$ cat src/rtl/mem_sram_ctrl_if.sv
// Memory request/response port between the core and the SRAM controller.
//
// Handshake rule, valid/ready on both channels: a transfer happens on
// the rising clock edge when valid and ready are both high. The sender holds
// valid and payload stable until that edge. The receiver may raise or lower
// ready at any time. Valid never depends on ready.
//
// Signals
//   req_valid/req_ready    request channel (core -> controller)
//   req_addr[31:0]         byte address
//   req_we                 1 = write, 0 = read
//   req_be[3:0]            byte-lane enables, lane i = bits [8i+7:8i]
//   req_wdata[31:0]        write data
//   resp_valid/resp_ready  response channel (controller -> core)
//   resp_rdata[31:0]       read data (0 for writes)
// Modports: master = core side, slave = controller side.
interface mem_sram_ctrl_if;
  logic        req_valid;
  logic        req_ready;
  logic [31:0] req_addr;
  logic        req_we;
  logic [3:0]  req_be;
  logic [31:0] req_wdata;
  logic        resp_valid;
  logic        resp_ready;
  logic [31:0] resp_rdata;

  modport master (
    output req_valid, req_addr, req_we, req_be, req_wdata, resp_ready,
    input  req_ready, resp_valid, resp_rdata
  );

  modport slave (
    input  req_valid, req_addr, req_we, req_be, req_wdata, resp_ready,
    output req_ready, resp_valid, resp_rdata
  );
endinterface

$ cat src/rtl/mem_sram_ctrl.sv
// mem_sram_ctrl: memory-side endpoint for the core's memory port.
// Takes one request at a time and runs it against a single-port synchronous
// SRAM for WAIT_STATES+1 chip-enable cycles. It returns exactly one response
// per request, in order.
//
// Ports
//   clk, rst     clock (rising edge), asynchronous active-high reset
//   mem          mem_sram_ctrl_if.slave request/response channels
//   sram_*       SRAM control, address, write data; sram_rdata is read data
//                valid the cycle after the last chip-enable edge
//   range_err    sticky out-of-range flag (always 0 unless range check built)
//   dbg_state    current FSM state (IDLE=0, ACCESS=1, RESP=2)
//
// Build option
//   MEM_SRAM_CTRL_RANGE_CHK_EN: when defined, addresses outside the
//   BASE_ADDR window skip the SRAM access, return rdata=0 and set range_err.
//   When undefined, the upper address bits are ignored and the SRAM aliases.
module mem_sram_ctrl #(
  parameter int          ADDR_W      = 20,
  parameter int          WAIT_STATES = 1,
  parameter logic [31:0] BASE_ADDR   = 32'h8000_0000
) (
  input  logic              clk,
  input  logic              rst,
  mem_sram_ctrl_if.slave    mem,
  output logic              sram_ce,
  output logic              sram_we,
  output logic [3:0]        sram_be,
  output logic [ADDR_W-1:0] sram_addr,
  output logic [31:0]       sram_wdata,
  input  logic [31:0]       sram_rdata,
  output logic              range_err,
  output logic [1:0]        dbg_state
);

  typedef enum logic [1:0] {
    IDLE   = 2'd0,
    ACCESS = 2'd1,
    RESP   = 2'd2
  } state_e;

  state_e              state_q, state_d;
  logic [3:0]          cnt_q, cnt_d;
  logic                is_wr_q, is_wr_d;
  logic                rd_pend_q, rd_pend_d;
  logic                resp_valid_q, resp_valid_d;
  logic [31:0]         rdata_q, rdata_d;
  logic                ce_q, ce_d;
  logic                we_q, we_d;
  logic [3:0]          be_q, be_d;
  logic [ADDR_W-1:0]   addr_q, addr_d;
  logic [31:0]         wdata_q, wdata_d;
  logic                range_err_q, range_err_d;

  logic                req_ready;
  logic                take;
  logic                in_range;

  // The low two bits are ignored (be selects the bytes). The upper bits matter
  // only when the range check is built in.
  logic                unused_addr_bits;
  assign unused_addr_bits = ^{mem.req_addr[1:0], mem.req_addr[31:ADDR_W+2]};

  always_comb begin
    state_d      = state_q;
    cnt_d        = cnt_q;
    is_wr_d      = is_wr_q;
    rd_pend_d    = rd_pend_q;
    resp_valid_d = resp_valid_q;
    rdata_d      = rdata_q;
    ce_d         = ce_q;
    we_d         = we_q;
    be_d         = be_q;
    addr_d       = addr_q;
    wdata_d      = wdata_q;
    range_err_d  = range_err_q;

    // A new request may also be taken in the cycle the response hands off.
    // That removes the idle bubble between back-to-back requests.
    req_ready = (state_q == IDLE) ||
                ((state_q == RESP) && resp_valid_q && mem.resp_ready);
    take      = mem.req_valid && req_ready;

`ifdef MEM_SRAM_CTRL_RANGE_CHK_EN
    in_range = (mem.req_addr[31:ADDR_W+2] == BASE_ADDR[31:ADDR_W+2]);
`else
    in_range = 1'b1;
`endif

    case (state_q)
      ACCESS: begin
        if (cnt_q != 4'd0) begin
          cnt_d = cnt_q - 4'd1;
        end else begin
          ce_d    = 1'b0;
          we_d    = 1'b0;
          state_d = RESP;
          if (is_wr_q) begin
            resp_valid_d = 1'b1;
            rdata_d      = 32'h0;
          end else begin
            // The SRAM presents read data one cycle after its last enabled
            // edge, so the data is sampled in the first RESP cycle.
            rd_pend_d = 1'b1;
          end
        end
      end
      RESP: begin
        if (rd_pend_q) begin
          rdata_d      = sram_rdata;
          rd_pend_d    = 1'b0;
          resp_valid_d = 1'b1;
        end else if (resp_valid_q && mem.resp_ready) begin
          resp_valid_d = 1'b0;
          state_d      = IDLE;
        end
      end
      default: ;
    endcase

    // Accepting a request overrides the IDLE/RESP next-state chosen above.
    if (take) begin
      addr_d  = mem.req_addr[ADDR_W+1:2];
      be_d    = mem.req_be;
      wdata_d = mem.req_wdata;
      is_wr_d = mem.req_we;
      if (in_range) begin
        state_d = ACCESS;
        cnt_d   = 4'(WAIT_STATES);
        ce_d    = 1'b1;
        we_d    = mem.req_we;
      end else begin
        state_d      = RESP;
        resp_valid_d = 1'b1;
        rdata_d      = 32'h0;
        range_err_d  = 1'b1;
      end
    end
  end

  always_ff @(posedge clk or posedge rst) begin
    if (rst) begin
      state_q      <= IDLE;
      cnt_q        <= 4'd0;
      is_wr_q      <= 1'b0;
      rd_pend_q    <= 1'b0;
      resp_valid_q <= 1'b0;
      rdata_q      <= 32'h0;
      ce_q         <= 1'b0;
      we_q         <= 1'b0;
      be_q         <= 4'h0;
      addr_q       <= '0;
      wdata_q      <= 32'h0;
      range_err_q  <= 1'b0;
    end else begin
      state_q      <= state_d;
      cnt_q        <= cnt_d;
      is_wr_q      <= is_wr_d;
      rd_pend_q    <= rd_pend_d;
      resp_valid_q <= resp_valid_d;
      rdata_q      <= rdata_d;
      ce_q         <= ce_d;
      we_q         <= we_d;
      be_q         <= be_d;
      addr_q       <= addr_d;
      wdata_q      <= wdata_d;
      range_err_q  <= range_err_d;
    end
  end

  assign mem.req_ready  = req_ready;
  assign mem.resp_valid = resp_valid_q;
  assign mem.resp_rdata = rdata_q;
  assign sram_ce        = ce_q;
  assign sram_we        = we_q;
  assign sram_be        = be_q;
  assign sram_addr      = addr_q;
  assign sram_wdata     = wdata_q;
  assign range_err      = range_err_q;
  assign dbg_state      = state_q;

endmodule

$ cat src/flat_wrapper.sv
// flat-port wrapper written by rule: the top's interface ports become plain ports
module mem_sram_ctrl_flat 
#(
  parameter int          ADDR_W      = 20,
  parameter int          WAIT_STATES = 1,
  parameter logic [31:0] BASE_ADDR   = 32'h8000_0000
)
  (clk, rst, sram_ce, sram_we, sram_be, sram_addr, sram_wdata, sram_rdata, range_err, dbg_state, mem_req_valid, mem_req_addr, mem_req_we, mem_req_be, mem_req_wdata, mem_resp_ready, mem_req_ready, mem_resp_valid, mem_resp_rdata);
  mem_sram_ctrl_if mem_i ();
  input  logic clk;
  input  logic rst;
  output logic sram_ce;
  output logic sram_we;
  output logic [3:0] sram_be;
  output logic [ADDR_W-1:0] sram_addr;
  output logic [31:0] sram_wdata;
  input  logic [31:0] sram_rdata;
  output logic range_err;
  output logic [1:0] dbg_state;
  input wire logic [$bits(mem_i.req_valid)-1:0] mem_req_valid;
  input wire logic [$bits(mem_i.req_addr)-1:0] mem_req_addr;
  input wire logic [$bits(mem_i.req_we)-1:0] mem_req_we;
  input wire logic [$bits(mem_i.req_be)-1:0] mem_req_be;
  input wire logic [$bits(mem_i.req_wdata)-1:0] mem_req_wdata;
  input wire logic [$bits(mem_i.resp_ready)-1:0] mem_resp_ready;
  output wire logic [$bits(mem_i.req_ready)-1:0] mem_req_ready;
  output wire logic [$bits(mem_i.resp_valid)-1:0] mem_resp_valid;
  output wire logic [$bits(mem_i.resp_rdata)-1:0] mem_resp_rdata;
  assign mem_i.req_valid = mem_req_valid;
  assign mem_i.req_addr = mem_req_addr;
  assign mem_i.req_we = mem_req_we;
  assign mem_i.req_be = mem_req_be;
  assign mem_i.req_wdata = mem_req_wdata;
  assign mem_i.resp_ready = mem_resp_ready;
  assign mem_req_ready = mem_i.req_ready;
  assign mem_resp_valid = mem_i.resp_valid;
  assign mem_resp_rdata = mem_i.resp_rdata;
  mem_sram_ctrl #(.ADDR_W(ADDR_W), .WAIT_STATES(WAIT_STATES), .BASE_ADDR(BASE_ADDR)) u_core (.clk(clk), .rst(rst), .mem(mem_i), .sram_ce(sram_ce), .sram_we(sram_we), .sram_be(sram_be), .sram_addr(sram_addr), .sram_wdata(sram_wdata), .sram_rdata(sram_rdata), .range_err(range_err), .dbg_state(dbg_state));
endmodule
$ cat config.mk
export PLATFORM = sky130hd
export DESIGN_NAME = mem_sram_ctrl_flat
export DESIGN_NICKNAME = d
export VERILOG_FILES = /design/src/rtl/mem_sram_ctrl_if.sv /design/src/rtl/mem_sram_ctrl.sv /design/src/flat_wrapper.sv
export SDC_FILE = /design/constraint.sdc
export NUM_CORES = 1
export LEC_CHECK = 0
export ABC_CLOCK_PERIOD_IN_PS = 3560
export CAP_MARGIN = 20
export CORE_MARGIN = 1
export CORE_UTILIZATION = 30
export DETAILED_ROUTE_END_ITERATION = 10
export PLACE_DENSITY_LB_ADDON = 0.1
export SLEW_MARGIN = 20
export SYNTH_ARGS = -nofsm -noshare
export SYNTH_HDL_FRONTEND = slang
export SYNTH_SLANG_ARGS = --single-unit
$ cat constraint.sdc
create_clock -name clk -period 3.56 [get_ports clk]
set_input_delay 0.534 -clock clk [delete_from_list [all_inputs] [get_ports clk]]
set_output_delay 0.534 -clock clk [all_outputs]
set_load 0.02 [all_outputs]
[Yosys cells after proc, flatten, opt, wreduce, memory -nomap -nowiden]
Index checks and enable logic that the tools add are counted.
Cells by class
  equality and inequality tests: 11
  mux-type cells: 24
  $add $sub $neg: 1
  reduce and logical (&&, ||, !) cells: 17
Operator list (number)
  $mux 32: 3
  $pmux 32 s2: 1
  $mux 4: 3
  $reduce_and 4->1: 3
  $mux 1: 10
  $ne 3x2->1 const B: 3
  $mux 2: 4
  $ne 2x1->1 const B: 3
  $reduce_bool 2->1: 3
  $logic_and 1x1->1: 4
  $ne 2x2->1 const B: 2
  $pmux 1 s2: 2
  $pmux 2 s2: 1
  $reduce_and 2->1: 2
  $reduce_bool 4->1: 1
  $sub 4x1->4 const B: 1
  $ne 3x3->1 const B: 1
  $reduce_and 3->1: 1
  $reduce_bool 3->1: 1
  $eq 2x1->1 const B: 1
  $eq 2x2->1 const B: 1
  $logic_not 2->1: 1
  $logic_or 1x1->1: 1
Word-level totals
  flip-flop bits (word level): 99
  output and inout bits: 95

[Logic depth before layout (Yosys ltp)]
  word-level depth: 7
  gate-level depth with buffers: 8
  mapped depth without buffers: 5

[Least setup slack after synthesis]
No wires, ideal clock.
  kind: flip-flop to flip-flop
  from: reg u_core.state_q[0], in the netlist u_core.dbg_state[0]
  to: reg u_core.rdata_q[10], in the netlist u_core.mem.resp_rdata[10]
  clock period less this slack: 1.961 ns
  slack: 1.599 ns
  path buffers: 2
  library setup time: 0.121 ns
  cell stages (with the launch flop): 8
  arrival time: 1.840 ns
  cells stage by stage: dfrtp_1 inv_1 ha_1 clkinv_1 a211o_1 buf_6 buf_8 a22o_1
Between the ends
  word-level cells in the longest chain between the ends: 3
Ends and longest elaborated chain
  start: declaration: line mem_sram_ctrl.sv:42  | state_e state_q, state_d;
  start signal: assignment: line mem_sram_ctrl.sv:156  | state_q <= state_d;
  $eq 2x2->1 or $eq 2x1->1 (tied branches): line mem_sram_ctrl.sv:90  | case (state_q)
  $ne 2x1->1 (no line), or another cell as far along
  $reduce_and 4->1 (no line)
  end signal: assignment: line mem_sram_ctrl.sv:161  | rdata_q <= rdata_d;
  end: declaration: line mem_sram_ctrl.sv:47  | logic [31:0] rdata_q, rdata_d;
Parallel ways exist; a longest one is shown, timed or not.
A chain may end at the register's enable or synchronous reset.

[Final worst setup path]
  from: reg u_core.state_q[0], in the netlist u_core.dbg_state[0]
  to: out mem_req_ready
Between the ends
  word-level cells in the longest chain between the ends: 4
Ends and longest elaborated chain
  $eq 2x2->1: line mem_sram_ctrl.sv:81  | ((state_q == RESP) && resp_valid_q && mem.resp_ready);
  $logic_and 1x1->1 (2 in a row): line mem_sram_ctrl.sv:81
  $logic_or 1x1->1 (*): line mem_sram_ctrl.sv:80  | req_ready = (state_q == IDLE) ||
  end: declaration: line flat_wrapper.sv:26  | output wire logic [$bits(mem_i.req_ready)-1:0] mem_req_ready;
Mark *: on every way between the ends. The rest lies on a longest branch, timed or not.

==> impl_table.tex <==
\begin{tabular}{lr}
\hline
Metric & Value \\
\hline
\multicolumn{2}{l}{\textbf{Outcome}} \\
Status & complete, no violations \\
\multicolumn{2}{l}{\textbf{Placed design}} \\
Final weighted congestion of routability-driven global placement & 0.758 \\
DP Worst Slack & 1160 ps \\
Detailed Place HPWL & 7000 um \\
Port Buffer Count & 186 \\
\multicolumn{2}{l}{\textbf{Yosys}} \\
Synthesized net count & 387 \\
Area of the mapped netlist & 0.00401 sq mm \\
Area share of the largest cell type after synthesis & 61.8\% \\
Register bit total from synthesis & 99 \\
Library cell with the highest instance count after synthesis & sky130\_fd\_sc\_hd\_\_dfrtp\_1 \\
Number of distinct standard cells referenced by the synthesized netlist & 39 \\
Most common flop cell mapped by yosys & sky130\_fd\_sc\_hd\_\_dfrtp\_1 \\
Avg Cell Area, Syn & 14.5 sq um \\
Number of synthesis warnings & 0 \\
Cells after Synth & 277 \\
Share of synthesized registers carrying an async set or reset & 100\% \\
Top cells by area, synth & sky130\_fd\_sc\_hd\_\_dfrtp\_1 (62\%), sky130\_fd\_sc\_hd\_\_mux2\_2 (16\%), sky130\_fd\_sc\_hd\_\_a22o\_1 (4.4\%), sky130\_fd\_sc\_hd\_\_o211ai\_1 (2.4\%), sky130\_fd\_sc\_hd\_\_a22o\_2 (2.0\%) \\
Synth top cells by count & sky130\_fd\_sc\_hd\_\_dfrtp\_1 (99), sky130\_fd\_sc\_hd\_\_mux2\_2 (57), sky130\_fd\_sc\_hd\_\_a22o\_1 (20), sky130\_fd\_sc\_hd\_\_o211ai\_1 (13), sky130\_fd\_sc\_hd\_\_nand2\_1 (12) \\
Post-synth top area cell & sky130\_fd\_sc\_hd\_\_dfrtp\_1 \\
Register area share after synthesis & 61.8\% \\
Post-synth EDFFs & 0 \\
\multicolumn{2}{l}{\textbf{Clock network}} \\
CTS Root Buffer Type & sky130\_fd\_sc\_hd\_\_clkbuf\_16 \\
Number of buffers on the longest clock path & 2 \\
Number of gates resized after cts & 0 \\
Clk sink count & 99 \\
TritonCTS clock tree & built \\
Hold Buf Count CTS & 0 \\
Buffer count from post-CTS setup fixing & 0 \\
TritonCTS Buffers & 9 \\
Latest clock arrival within the worst-skew pair & 340 ps \\
Clock-pin slew reported for the worst setup and hold paths after clock tree synthesis & 60 ps \\
H-tree Lvls & 3 \\
\multicolumn{2}{l}{\textbf{Floorplan}} \\
Die extent in y & 118 um \\
Core Area & 0.0128 sq mm \\
Area of the die & 0.0138 sq mm \\
Top-Level Pins & 200 \\
Die Width & 118 um \\
Initial Utilization & 31.2\% \\
Number of core rows & 41 \\
\multicolumn{2}{l}{\textbf{Routing}} \\
Final wirelength & 10,100 um \\
Number of vias after detailed routing & 2,946 \\
Remaining design rule violation count & 0 \\
Per-cell routed wire length & 15.8 um \\
Average vias per placed instance & 4.63 \\
Violation count after the first detailed-route iteration & 115 \\
Antenna violation net count after detailed routing & 0 \\
Max layer used & met4 \\
Number of iterations in the first detailed-routing pass & 4 \\
Post-Route M1 WL & 4360 um \\
WL met3 & 768 um \\
Met2 Wirelength & 4780 um \\
\multicolumn{2}{l}{\textbf{Finish}} \\
Filler cells & 1,167 \\
Final net count & 571 \\
Fraction of layout instances using a drive strength above 1 & 19.0\% \\
Number of inserted diodes & 0 \\
Area growth, synth to finish & 56.7\% \\
\multicolumn{2}{l}{\textbf{STA}} \\
Final Cycle Share & 74.6\% \\
Maximum clock rate & 0.377 GHz \\
Worst clock skew & 9.35 ps \\
Tightest slew margin relative to the limit & 53.4\% \\
Final count of negative-setup-slack endpoints & 0 \\
Number of hold violations in the final report & 0 \\
RSZ-0062 raised after global routing & no \\
Transition time of the tightest slew-check pin & 697 ps \\
Summed negative setup slack over all endpoints & 0 ps \\
Min Clock Period, post-route & 2650 ps \\
Number of max-slew violations in the final report & 0 \\
Worst path setup slack after routing & 905 ps \\
\multicolumn{2}{l}{\textbf{Global routing}} \\
Via count of the first global-routing pass & 3,160 \\
GRT overflow & 0 \\
Overall routing resource usage & 15.4\% \\
Wire length of the first global-routing pass & 16,600 um \\
Antenna violations before repair & 0 \\
Maximum number of pins on one net before global-route repair & 63 \\
\multicolumn{2}{l}{\textbf{Critical path}} \\
Critical Setup Path Class & register to output pin \\
Data required time at the worst endpoint & 3030 ps \\
Largest driver fanout on the critical path & 11 \\
Crit path arrival time & 2120 ps \\
Category of the worst setup path capture point & output pin \\
Kind of start point of the critical path & register \\
\multicolumn{2}{l}{\textbf{Pwr}} \\
Leakage power & 0.00260 uW \\
Ratio of total power to cell area & 977 mW/mm\^{}2 \\
Worst IR drop on VDD & 0.472 mV \\
\multicolumn{2}{l}{\textbf{Hold path}} \\
Type of the worst min-delay path & register to register \\
\multicolumn{2}{l}{\textbf{Job}} \\
Maximum capacitance violations & 0 \\
\hline
\end{tabular}
## metrics by stage
step / std cells / util, % / hold WS [ps] / total power, uW / area, sq um
6_report: 636 / 49.0 / 496 / 6140 / 6280
3_3_place_gp: 622 / 46.9 / 466 / 5240 / 6010
2_1_floorplan: 277 / - / 504 / 3920 / 4010
4_1_cts: 636 / 49.0 / 502 / 6240 / 6280
5_1_grt: 636 / 49.0 / 516 / 6540 / 6280
3_5_place_dp: 622 / 46.9 / 481 / 5300 / 6010
## cells by family after synthesis
family          Yosys count  synth area share, %
simple gates             27                 3.69
flops                    99                 61.8
mux                      58                 16.3
fa+ha+maj                 5                 1.56
buf+inv                  27                 4.22
other cells               1               0.0936
compound gates           60                 12.3
## worst max-delay path, stage by stage, from the launching register on
cell and delay [ps]:
sky130_fd_sc_hd__dfrtp_1 410, sky130_fd_sc_hd__inv_1 120, sky130_fd_sc_hd__ha_1 400, sky130_fd_sc_hd__a31o_2 250, sky130_fd_sc_hd__clkdlybuf4s50_1 600
## state kept, by name (all words and copies together), names as in the netlist
| register | cells |
|---|---|
| u_core.rd_pend_q | 1 |
| u_core.mem.resp_rdata | 32 |
| u_core.mem.resp_valid | 1 |
| u_core.sram_wdata | 32 |
| u_core.sram_ce | 1 |
| u_core.sram_we | 1 |
| u_core.sram_be | 4 |
| u_core.sram_addr | 20 |
| u_core.dbg_state | 2 |
| u_core.is_wr_q | 1 |
| u_core.cnt_q | 4 |
## placed cells by master (no fill, tap or decap), types with 2 or more instances in the layout
cell type	count
sky130_fd_sc_hd__a21oi_1	7
sky130_fd_sc_hd__a22o_1	20
sky130_fd_sc_hd__a22o_2	8
sky130_fd_sc_hd__buf_12	2
sky130_fd_sc_hd__buf_4	2
sky130_fd_sc_hd__clkbuf_16	9
sky130_fd_sc_hd__clkbuf_8	2
sky130_fd_sc_hd__clkdlybuf4s50_1	186
sky130_fd_sc_hd__dfrtp_1	99
sky130_fd_sc_hd__ha_1	5
sky130_fd_sc_hd__inv_1	8
sky130_fd_sc_hd__mux2_2	57
sky130_fd_sc_hd__nand2_1	12
sky130_fd_sc_hd__nand3_1	5
sky130_fd_sc_hd__o211ai_1	13
sky130_fd_sc_hd__o21ai_0	3
## final timing paths
path / from / to / slack, ps / cells past startpoint
setup reg to reg: u_core.dbg_state[0] / u_core.sram_wdata[5] / 1370 / 6
setup / recovery: u_core.dbg_state[0] / mem_req_ready / 910 / 4
max in group asynchronous: rst / u_core.sram_be[1] / 2250 / 3
hold reg to reg: u_core.mem.resp_rdata[15] / u_core.mem.resp_rdata[15] / 500 / 1
min in group asynchronous: rst / u_core.sram_addr[12] / 600 / 2
hold / removal: u_core.mem.resp_rdata[15] / u_core.mem.resp_rdata[15] / 500 / 1
## where the power goes
part	internal (uW)	switching, uW
Clock	503	387
Combinational	1660	1610
Sequential	1680	302
Total	3840	2290
## metal layers
layer | global-route usage, % | vias up
li1 | - | 1372
met1 | 18.4 | 1446
met2 | 24.9 | 118
met3 | 6.20 | 10
met4 | 5.29 | 0
met5 | 0 | -
## final cells by class
| type | instances | area (sq um) | area share (%) |
|---|---|---|---|
| clock buffer | 12 | 256 | 4.08 |
| multi-input combinational | 151 | 1360 | 21.7 |
| clock inverter | 2 | 12.5 | 0.199 |
| inverter | 10 | 40.0 | 0.638 |
| tap | 172 | 215 | 3.43 |
| timing repair buffer | 190 | 1920 | 30.5 |
| sequential | 99 | 2480 | 39.5 |
(Power assumes the default switching activity.)
